**src/rtl/counter_seq_ctrl_if.sv**
```systemverilog
// rtl/counter_seq_ctrl_if.sv - control and counter-feedback bundle for counter_seq_ctrl
interface counter_seq_ctrl_if #(
  parameter int CNT_W = 4,
  parameter int RUN_W = 8,
  parameter int DLY_W = 8
);
  logic             start;
  logic             abort;
  logic [CNT_W-1:0] modulus;
  logic [RUN_W-1:0] runs;
  logic [DLY_W-1:0] delay;
  logic [CNT_W-1:0] cnt_q;
  logic             cnt_en;
  logic             cnt_clr;
  logic             busy;
  logic             done;
  logic [RUN_W-1:0] run_idx;

  modport master (
    output start, abort, modulus, runs, delay, cnt_q,
    input  cnt_en, cnt_clr, busy, done, run_idx
  );

  modport slave (
    input  start, abort, modulus, runs, delay, cnt_q,
    output cnt_en, cnt_clr, busy, done, run_idx
  );
endinterface

```
**src/rtl/counter_seq_ctrl.sv**
```systemverilog
// rtl/counter_seq_ctrl.sv - clear/run/delay sequencer driving a mod-N counter
// CNT_SEQ_CONTINUOUS_EN: runs==0 at start counts forever until abort.
module counter_seq_ctrl #(
  parameter int CNT_W = 4,
  parameter int RUN_W = 8,
  parameter int DLY_W = 8
) (
  input  logic              clk,
  input  logic              reset_n,
  counter_seq_ctrl_if.slave bus
);
`ifdef CNT_SEQ_CONTINUOUS_EN
  localparam bit ZERO_RUNS_CONT = 1'b1;
`else
  localparam bit ZERO_RUNS_CONT = 1'b0;
`endif

  typedef enum logic [2:0] {
    S_IDLE, S_CLEAR, S_COUNT, S_DELAY, S_ABORT, S_DONE
  } state_t;

  state_t           r_state;
  state_t           w_next;
  logic [CNT_W-1:0] r_mod;
  logic [RUN_W-1:0] r_runs;
  logic [RUN_W-1:0] r_run_idx;
  logic [RUN_W-1:0] w_run_inc;
  logic [DLY_W-1:0] r_dly;
  logic [DLY_W-1:0] r_dly_cnt;
  logic             r_cont;
  logic             r_cnt_en;
  logic             r_cnt_clr;
  logic             r_busy;
  logic             r_done;
  logic             w_wrap;
  logic             w_last_run;
  logic             w_zero_runs;

  assign w_wrap      = (bus.cnt_q == r_mod);
  assign w_run_inc   = r_run_idx + 1'b1;
  assign w_last_run  = !r_cont && (w_run_inc == r_runs);
  assign w_zero_runs = (bus.runs == '0);

  always_comb begin
    w_next = r_state;
    case (r_state)
      S_IDLE:  if (bus.start) w_next = (w_zero_runs && !ZERO_RUNS_CONT) ? S_DONE : S_CLEAR;
      S_CLEAR: w_next = bus.abort ? S_ABORT : S_COUNT;
      S_COUNT: begin
        // abort wins over a wrap in the same cycle
        if (bus.abort)       w_next = S_ABORT;
        else if (w_wrap) begin
          if (w_last_run)          w_next = S_DONE;
          else if (r_dly == '0)    w_next = S_COUNT;
          else                     w_next = S_DELAY;
        end
      end
      S_DELAY: begin
        if (bus.abort)             w_next = S_ABORT;
        else if (r_dly_cnt == '0)  w_next = S_COUNT;
      end
      S_ABORT: w_next = S_IDLE;
      S_DONE:  w_next = S_IDLE;
      default: w_next = S_IDLE;
    endcase
  end

  always_ff @(posedge clk or negedge reset_n) begin
    if (!reset_n) begin
      r_state   <= S_IDLE;
      r_mod     <= '0;
      r_runs    <= '0;
      r_dly     <= '0;
      r_dly_cnt <= '0;
      r_cont    <= 1'b0;
      r_run_idx <= '0;
      r_cnt_en  <= 1'b0;
      r_cnt_clr <= 1'b0;
      r_busy    <= 1'b0;
      r_done    <= 1'b0;
    end else begin
      r_state   <= w_next;
      r_cnt_en  <= (w_next == S_COUNT);
      r_cnt_clr <= (w_next == S_CLEAR) || (w_next == S_ABORT);
      r_busy    <= (w_next != S_IDLE);
      r_done    <= (w_next == S_DONE);

      if (r_state == S_IDLE && bus.start) begin
        r_mod     <= bus.modulus;
        r_runs    <= bus.runs;
        r_dly     <= bus.delay;
        r_cont    <= ZERO_RUNS_CONT && w_zero_runs;
        r_run_idx <= '0;
      end else if (r_state == S_COUNT && !bus.abort && w_wrap &&
                   (r_cont || r_run_idx != r_runs)) begin
        r_run_idx <= w_run_inc;
      end

      // delay counter is loaded with delay-1 so DELAY lasts exactly delay cycles
      if (r_state == S_COUNT && w_next == S_DELAY)
        r_dly_cnt <= r_dly - 1'b1;
      else if (r_state == S_DELAY && r_dly_cnt != '0)
        r_dly_cnt <= r_dly_cnt - 1'b1;
    end
  end

  assign bus.cnt_en  = r_cnt_en;
  assign bus.cnt_clr = r_cnt_clr;
  assign bus.busy    = r_busy;
  assign bus.done    = r_done;
  assign bus.run_idx = r_run_idx;
endmodule
```
**src/flat_wrapper.sv**
```systemverilog
// flat-port wrapper written by rule: the top's interface ports become plain ports
module counter_seq_ctrl_flat 
#(
  parameter int CNT_W = 4,
  parameter int RUN_W = 8,
  parameter int DLY_W = 8
)
  (clk, reset_n, bus_start, bus_abort, bus_modulus, bus_runs, bus_delay, bus_cnt_q, bus_cnt_en, bus_cnt_clr, bus_busy, bus_done, bus_run_idx);
  counter_seq_ctrl_if #(.CNT_W(CNT_W), .RUN_W(RUN_W), .DLY_W(DLY_W)) bus_i ();
  input  logic clk;
  input  logic reset_n;
  input wire logic [$bits(bus_i.start)-1:0] bus_start;
  input wire logic [$bits(bus_i.abort)-1:0] bus_abort;
  input wire logic [$bits(bus_i.modulus)-1:0] bus_modulus;
  input wire logic [$bits(bus_i.runs)-1:0] bus_runs;
  input wire logic [$bits(bus_i.delay)-1:0] bus_delay;
  input wire logic [$bits(bus_i.cnt_q)-1:0] bus_cnt_q;
  output wire logic [$bits(bus_i.cnt_en)-1:0] bus_cnt_en;
  output wire logic [$bits(bus_i.cnt_clr)-1:0] bus_cnt_clr;
  output wire logic [$bits(bus_i.busy)-1:0] bus_busy;
  output wire logic [$bits(bus_i.done)-1:0] bus_done;
  output wire logic [$bits(bus_i.run_idx)-1:0] bus_run_idx;
  assign bus_i.start = bus_start;
  assign bus_i.abort = bus_abort;
  assign bus_i.modulus = bus_modulus;
  assign bus_i.runs = bus_runs;
  assign bus_i.delay = bus_delay;
  assign bus_i.cnt_q = bus_cnt_q;
  assign bus_cnt_en = bus_i.cnt_en;
  assign bus_cnt_clr = bus_i.cnt_clr;
  assign bus_busy = bus_i.busy;
  assign bus_done = bus_i.done;
  assign bus_run_idx = bus_i.run_idx;
  counter_seq_ctrl #(.CNT_W(CNT_W), .RUN_W(RUN_W), .DLY_W(DLY_W)) u_core (.clk(clk), .reset_n(reset_n), .bus(bus_i));
endmodule
```
**config.mk**
```make
export PLATFORM = sky130hd
export DESIGN_NAME = counter_seq_ctrl_flat
export DESIGN_NICKNAME = d
export VERILOG_FILES = /design/src/rtl/counter_seq_ctrl_if.sv /design/src/rtl/counter_seq_ctrl.sv /design/src/flat_wrapper.sv
export SDC_FILE = /design/constraint.sdc
export NUM_CORES = 1
export LEC_CHECK = 0
export CELL_PAD_IN_SITES_DETAIL_PLACEMENT = 1
export CELL_PAD_IN_SITES_GLOBAL_PLACEMENT = 1
export CORE_MARGIN = 1.5
export CORE_UTILIZATION = 43
export DETAILED_ROUTE_END_ITERATION = 7
export PLACE_DENSITY_LB_ADDON = 0.1
export SYNTH_ARGS = -nofsm -noshare
export SYNTH_HDL_FRONTEND = slang
export SYNTH_SLANG_ARGS = --single-unit
export TNS_END_PERCENT = 10
```
**constraint.sdc**
```tcl
create_clock -name clk -period 10.9 [get_ports clk]
set_clock_uncertainty 0.15 [all_clocks]
set_input_delay 2.18 -clock clk [delete_from_list [all_inputs] [get_ports clk]]
set_output_delay 2.18 -clock clk [all_outputs]
set_load 0.02 [all_outputs]
```
-- Word-level counts from Yosys, hierarchy flattened
Cells that the tools add are included.
Widths: inputs -> output; s select.
- reduce and logical (&&, ||, !) cells: 16
- multiplexer cells: 14
- add/subtract/negate cells: 3
- eq/ne operators: 11
- operators by type and width (kind ; number):
    $mux 8 ; 4
    $logic_not 8->1 ; 3
    $mux 3 ; 8
    $sub 8x1->8 const B ; 2
    $eq 3x2->1 const B ; 4
    $pmux 3 s4 ; 1
    $add 8x1->8 const B ; 1
    $eq 8x8->1 ; 1
    $ne 8x8->1 ; 1
    $reduce_bool 8->1 ; 1
    $eq 3x1->1 const B ; 2
    $eq 3x3->1 const B ; 2
    $logic_and 1x1->1 ; 6
    $eq 4x4->1 ; 1
    $reduce_bool 2->1 ; 2
    $logic_not 3->1 ; 1
    $reduce_bool 3->1 ; 1
    $logic_not 1->1 ; 1
    $logic_or 1x1->1 ; 1
    $mux 1 ; 1
- register bits: 43
- bits of input ports: 28
- word-level logic and storage cells: 54
- output and inout port bits: 12

-- Depth between registers and ports, before layout
- word-level depth: 9
- depth in mapped cells: 13
- mapped depth without buffers: 13

-- Least setup slack after synthesis
OpenSTA, ideal clock, no wires.
- path kind: input to register
- from: input bus_cnt_q[2]
- to: register u_core.r_dly_cnt[4]
- path slack: 6.216 ns
- cell stages on the path: 12
- library setup time: 0.142 ns
- path buffers: 0
- arrival: 4.392 ns
- data required time: 10.608 ns
- cell sequence: xnor2_1 > nand4_1 > nand3b_1 > and3b_1 > a21oi_4 > nor2_2 > mux2i_1 > ha_1 > inv_1 > nor4_1 > xnor2_1 > mux2i_1
- word-level cells in the longest chain between the ends: 7
- elaborated cells between the ends (all ways): 8
- classes of those cells: eq/ne: 2; mux: 4; reduce/logical: 2
- ends and longest elaborated chain (what ; RTL line ; text):
    from (decl) ; flat_wrapper.sv:17 ; input wire logic [$bits(bus_i.cnt_q)-1:0] bus_cnt_q;
    $eq 4x4->1 (*) ; counter_seq_ctrl.sv:39 ; assign w_wrap = (bus.cnt_q == r_mod);
    $mux 3 (*) ; counter_seq_ctrl.sv:52 ; else if (w_wrap) begin
    $mux 3 (*) ; counter_seq_ctrl.sv:51 ; if (bus.abort) w_next = S_ABORT;
    $pmux 3 s4 (*) ; counter_seq_ctrl.sv:46 ; case (r_state)
    $eq 3x2->1 (*) ; counter_seq_ctrl.sv:100 ; if (r_state == S_COUNT && w_next == S_DELAY)
    $logic_and 1x1->1 (*) ; counter_seq_ctrl.sv:100 ;
    $mux 8 / $reduce_bool 2->1 (equally long branches) ; -- ;
    to (signal assigned) ; counter_seq_ctrl.sv:101 ; r_dly_cnt <= r_dly - 1'b1;
    to (signal assigned) ; counter_seq_ctrl.sv:103 ; r_dly_cnt <= r_dly_cnt - 1'b1;
    to (decl) ; counter_seq_ctrl.sv:29 ; logic [DLY_W-1:0] r_dly_cnt;
Every way passes the cells marked *; elsewhere a longest branch is shown, timed or not.
A chain may end at the register's enable or synchronous reset.

-- Worst setup path in the final report
- from: input bus_start
- to: register u_core.r_dly_cnt[4]
- word-level cells in the longest chain between the ends: 5
- elaborated cells between the ends (all ways): 6
- classes of those cells: eq/ne: 1; mux: 3; reduce/logical: 2
- ends and longest elaborated chain (what ; RTL line ; text):
    from (decl) ; flat_wrapper.sv:12 ; input wire logic [$bits(bus_i.start)-1:0] bus_start;
    $mux 3 (*) ; counter_seq_ctrl.sv:47 ; S_IDLE: if (bus.start) w_next = (w_zero_runs && !ZERO_RUNS_CONT) ? S_DONE : S_CLEAR;
    $pmux 3 s4 (*) ; counter_seq_ctrl.sv:46 ;
    $eq 3x2->1 (*) ; counter_seq_ctrl.sv:100 ;
    $logic_and 1x1->1 (*) ; counter_seq_ctrl.sv:100 ;
    $mux 8 / $reduce_bool 2->1 (equally long branches) ; -- ;
Marks and branches as above.

==> results.cfg <==
[setup_path]
crit_chain = clkdlybuf4s50_1 > nand3b_1 > o221ai_2 > a21oi_4 > nor2_2 > mux2i_1 > ha_1 > inv_1 > nor4_1 > xnor2_1 > mux2i_1
cp_common_cell = mux2i_1
worstPathRequired_ps = 10920
cp_slowest_cell = nand3b_1
path_class = primary input to flop
worstPathArrival_ps = 5470
critical_path.startpoint_type = primary input
slowest_delay_ps = 690
endpoint_kind = flop
crit_buf_inv = 2
crit_fanout = 24
path_delay_family = simple AND/OR/NAND/NOR gates

[timing]
finalSetupViolCount = 0
period_minus_slack_ps = 5450
drv_slew = 0
final_hold_viol_count = 0
slew_headroom_pct = 31.8
worst_pin_slew_ps = 1020
fin_tns_setup_ps = 0
post-route-period-util_pct = 50.0
max_freq_mhz = 183
rsz0062_at_grt = false

[power_and_ir_drop]
seq_power_share_pct = 43.6
leakagePower_nw = 1.23
power_switching_mw = 0.257
p_per_area_nw_per_um2 = 226
p_clk_share_pct = 17.7
ir_worst_vdd_mv = 0.0866
switching_share_pct = 39.7
pwr-share-comb_pct = 38.8
internal_power_mw = 0.390

[placed_design]
port_buffers = 39
place_inst = 355
gp_congestion = 0.826
place_hpwl_um = 4090

[cells_and_area]
nNetsFinal = 322
nFillCells = 611
seqCellArea_um2 = 1080
final_cells = 363
multi_input_area_um2 = 1180
areaGrowthSynthToFinish_pct = 24.9
drive_above_1_share_pct = 6.14
diodes = 0

[clocking]
cts_resized = 0
cts_hold_buf = 0
clk_path_buf_depth = 2
root_buffer = clkbuf_8
h-tree-depth = 2
postCtsSetupBuffers = 0
tritoncts = yes
cts_buffers = 5
clock-sinks = 43
insertion_delay_ps = 300
clkTransAtPathRegs_ps = 80

[yosys]
synthTopCellsByArea = dfrtp_1 47%, nand2_1 13%, xnor2_1 7.6%
synth_top_area_cell = dfrtp_1
yosys-top-cells-count = 77 x nand2_1, 43 x dfrtp_1, 20 x xnor2_1
synth_edf_count = 0
synth_xor_xnor_area_share_pct = 11.5
avgSynthCellArea_um2 = 9.16
ys_warn_count = 0
synth_cell_types = 38
synth-simple-area-share_pct = 27.3
yosys.area_share.adder_pct = 1.09
yosysTopAreaCellShare_pct = 47.0
synth-compound-area-share_pct = 6.28
muxShareOfSynthArea_pct = 5.24
synth.cell_area_um2 = 2290
syn_nets = 280
synthArstFlopShare_pct = 100
synth_top_family_by_area = simple AND/OR/NAND/NOR gates
syn_inst = 250
synth_ff_type = dfrtp_1
synth-seq-cells = 43
synth.yosys.seq_area_share_pct = 47.0
yosysMostFrequentCell = nand2_1

[global_routing]
grt_pass1_vias = 2121
grt_util_all_layers_pct = 21.5
grt_max_degree = 44
antenna_found_initial = 0
grt_pass1_wl_um = 9960
grt-ovfl-total = 0

[detailed_routing]
dr.pass1.iters = 4
via_count = 1888
first_iter_violations = 58
wl_um = 5550
viasPerCell = 5.20
routedWlPerCell_um = 15.3
ant_nets = 0
drc = 0

[worst_hold_path]
hold_class = flop to flop

[die]
die-width_um = 76.0
ios = 40
die-height_um = 76.0
die_area_um2 = 5770
rows = 26
coreArea_um2 = 5110
start_util_pct = 44.9

[job]
cap_violations = 0

[status]
status = completed
## path summary, 6_finish.rpt
check,startpoint,end,slack [ps],cells past startpoint
setup / recovery,bus_start,u_core.r_dly_cnt[4],5450,11
hold / removal,u_core.r_mod[0],u_core.r_mod[0],360,2
setup reg to reg,u_core.bus.run_idx[0],u_core.r_dly_cnt[4],6770,13
hold reg to reg,u_core.r_mod[0],u_core.r_mod[0],360,2
max in group asynchronous,reset_n,u_core.r_state[2],8130,1
min in group asynchronous,reset_n,u_core.r_dly_cnt[5],1870,1
## per-layer routing
metal	part of all wire, %	track usage, %
met2	50	38.7
met3	2.7	4.07
met5	0	0
met1	46	25.9
met4	1.5	6.67
## final cells by class
| class | count | area share [%] |
|---|---|---|
| sequential | 43 | 37.6 |
| tap | 70 | 3.06 |
| inverter | 5 | 0.656 |
| clock inverter | 1 | 0.262 |
| timing repair buffer | 40 | 13.7 |
| multi-input combinational | 197 | 41.3 |
| clock buffer | 7 | 3.37 |
## kinds of logic after synthesis
group                      Yosys count
buffers and inverters               10
DFF                                 43
adders and majority gates            2
xor gates and xnor gates            30
and+or+nand+nor                    135
muxes                               12
AOI/OAI and AO/OA                   18
## layout by cell type, fill, tap and decap left out, types with 2 or more instances in the layout
| cell type | n |
|---|---|
| a211oi_1 | 2 |
| nand4_1 | 3 |
| nand3_1 | 3 |
| mux2i_1 | 12 |
| dfrtp_1 | 43 |
| clkdlybuf4s50_1 | 38 |
| or4_1 | 4 |
| ha_1 | 2 |
| a21oi_1 | 3 |
| o21ai_0 | 6 |
| nor3_1 | 6 |
| xor2_1 | 10 |
| nand3b_1 | 2 |
| xnor2_1 | 20 |
| nor2_1 | 16 |
| clkbuf_8 | 7 |
| and3_1 | 3 |
| or3_1 | 4 |
| nand2_1 | 77 |
| inv_1 | 4 |
| nor4_1 | 5 |
| nor2b_1 | 4 |
## flip-flops by register name, summed over array words and instances (netlist names)
signal and count:
u_core.bus.run_idx 8, u_core.r_dly 8, u_core.r_dly_cnt 8, u_core.r_runs 8, u_core.r_mod 4, u_core.r_state 3
u_core.bus.busy 1, u_core.bus.cnt_clr 1, u_core.bus.cnt_en 1, u_core.bus.done 1
## through the flow
step / total power [mW] / hold WS, ps / cell area (um^2) / worst slack (ps) / util, %
6_report: 0.647 / 356 / 2860 / 5450 / 56.0
5_1_grt: 0.700 / 388 / 2860 / 5210 / 56.0
4_1_cts: 0.653 / 360 / 2860 / 5440 / 56.0
3_5_place_dp: 0.536 / 339 / 2760 / 5150 / 54.0
3_3_place_gp: 0.521 / 336 / 2760 / 5370 / 54.0
2_1_floorplan: 0.449 / 315 / 2290 / 6220 / -
## worst register-to-register path, cell delays in order (launching register included)
cell and delay (ps):
dfrtp_1 480, ha_1 250, nand3_1 200, or3_1 420, a211oi_1 360, nor2b_1 300, a21oi_4 110, nor2_2 500
mux2i_1 300, ha_1 230, inv_1 110, nor4_1 350, xnor2_1 160, mux2i_1 80
## power by group through the flow
stage               sequential, mW  clock, mW  combinational, mW
finish                       0.282      0.114              0.251
global route                 0.292      0.123              0.284
CTS                          0.282      0.117              0.254
detailed placement           0.284          0              0.252
global placement             0.282          0              0.238
floorplan                    0.273          0              0.175
(Power assumes the default switching activity.)
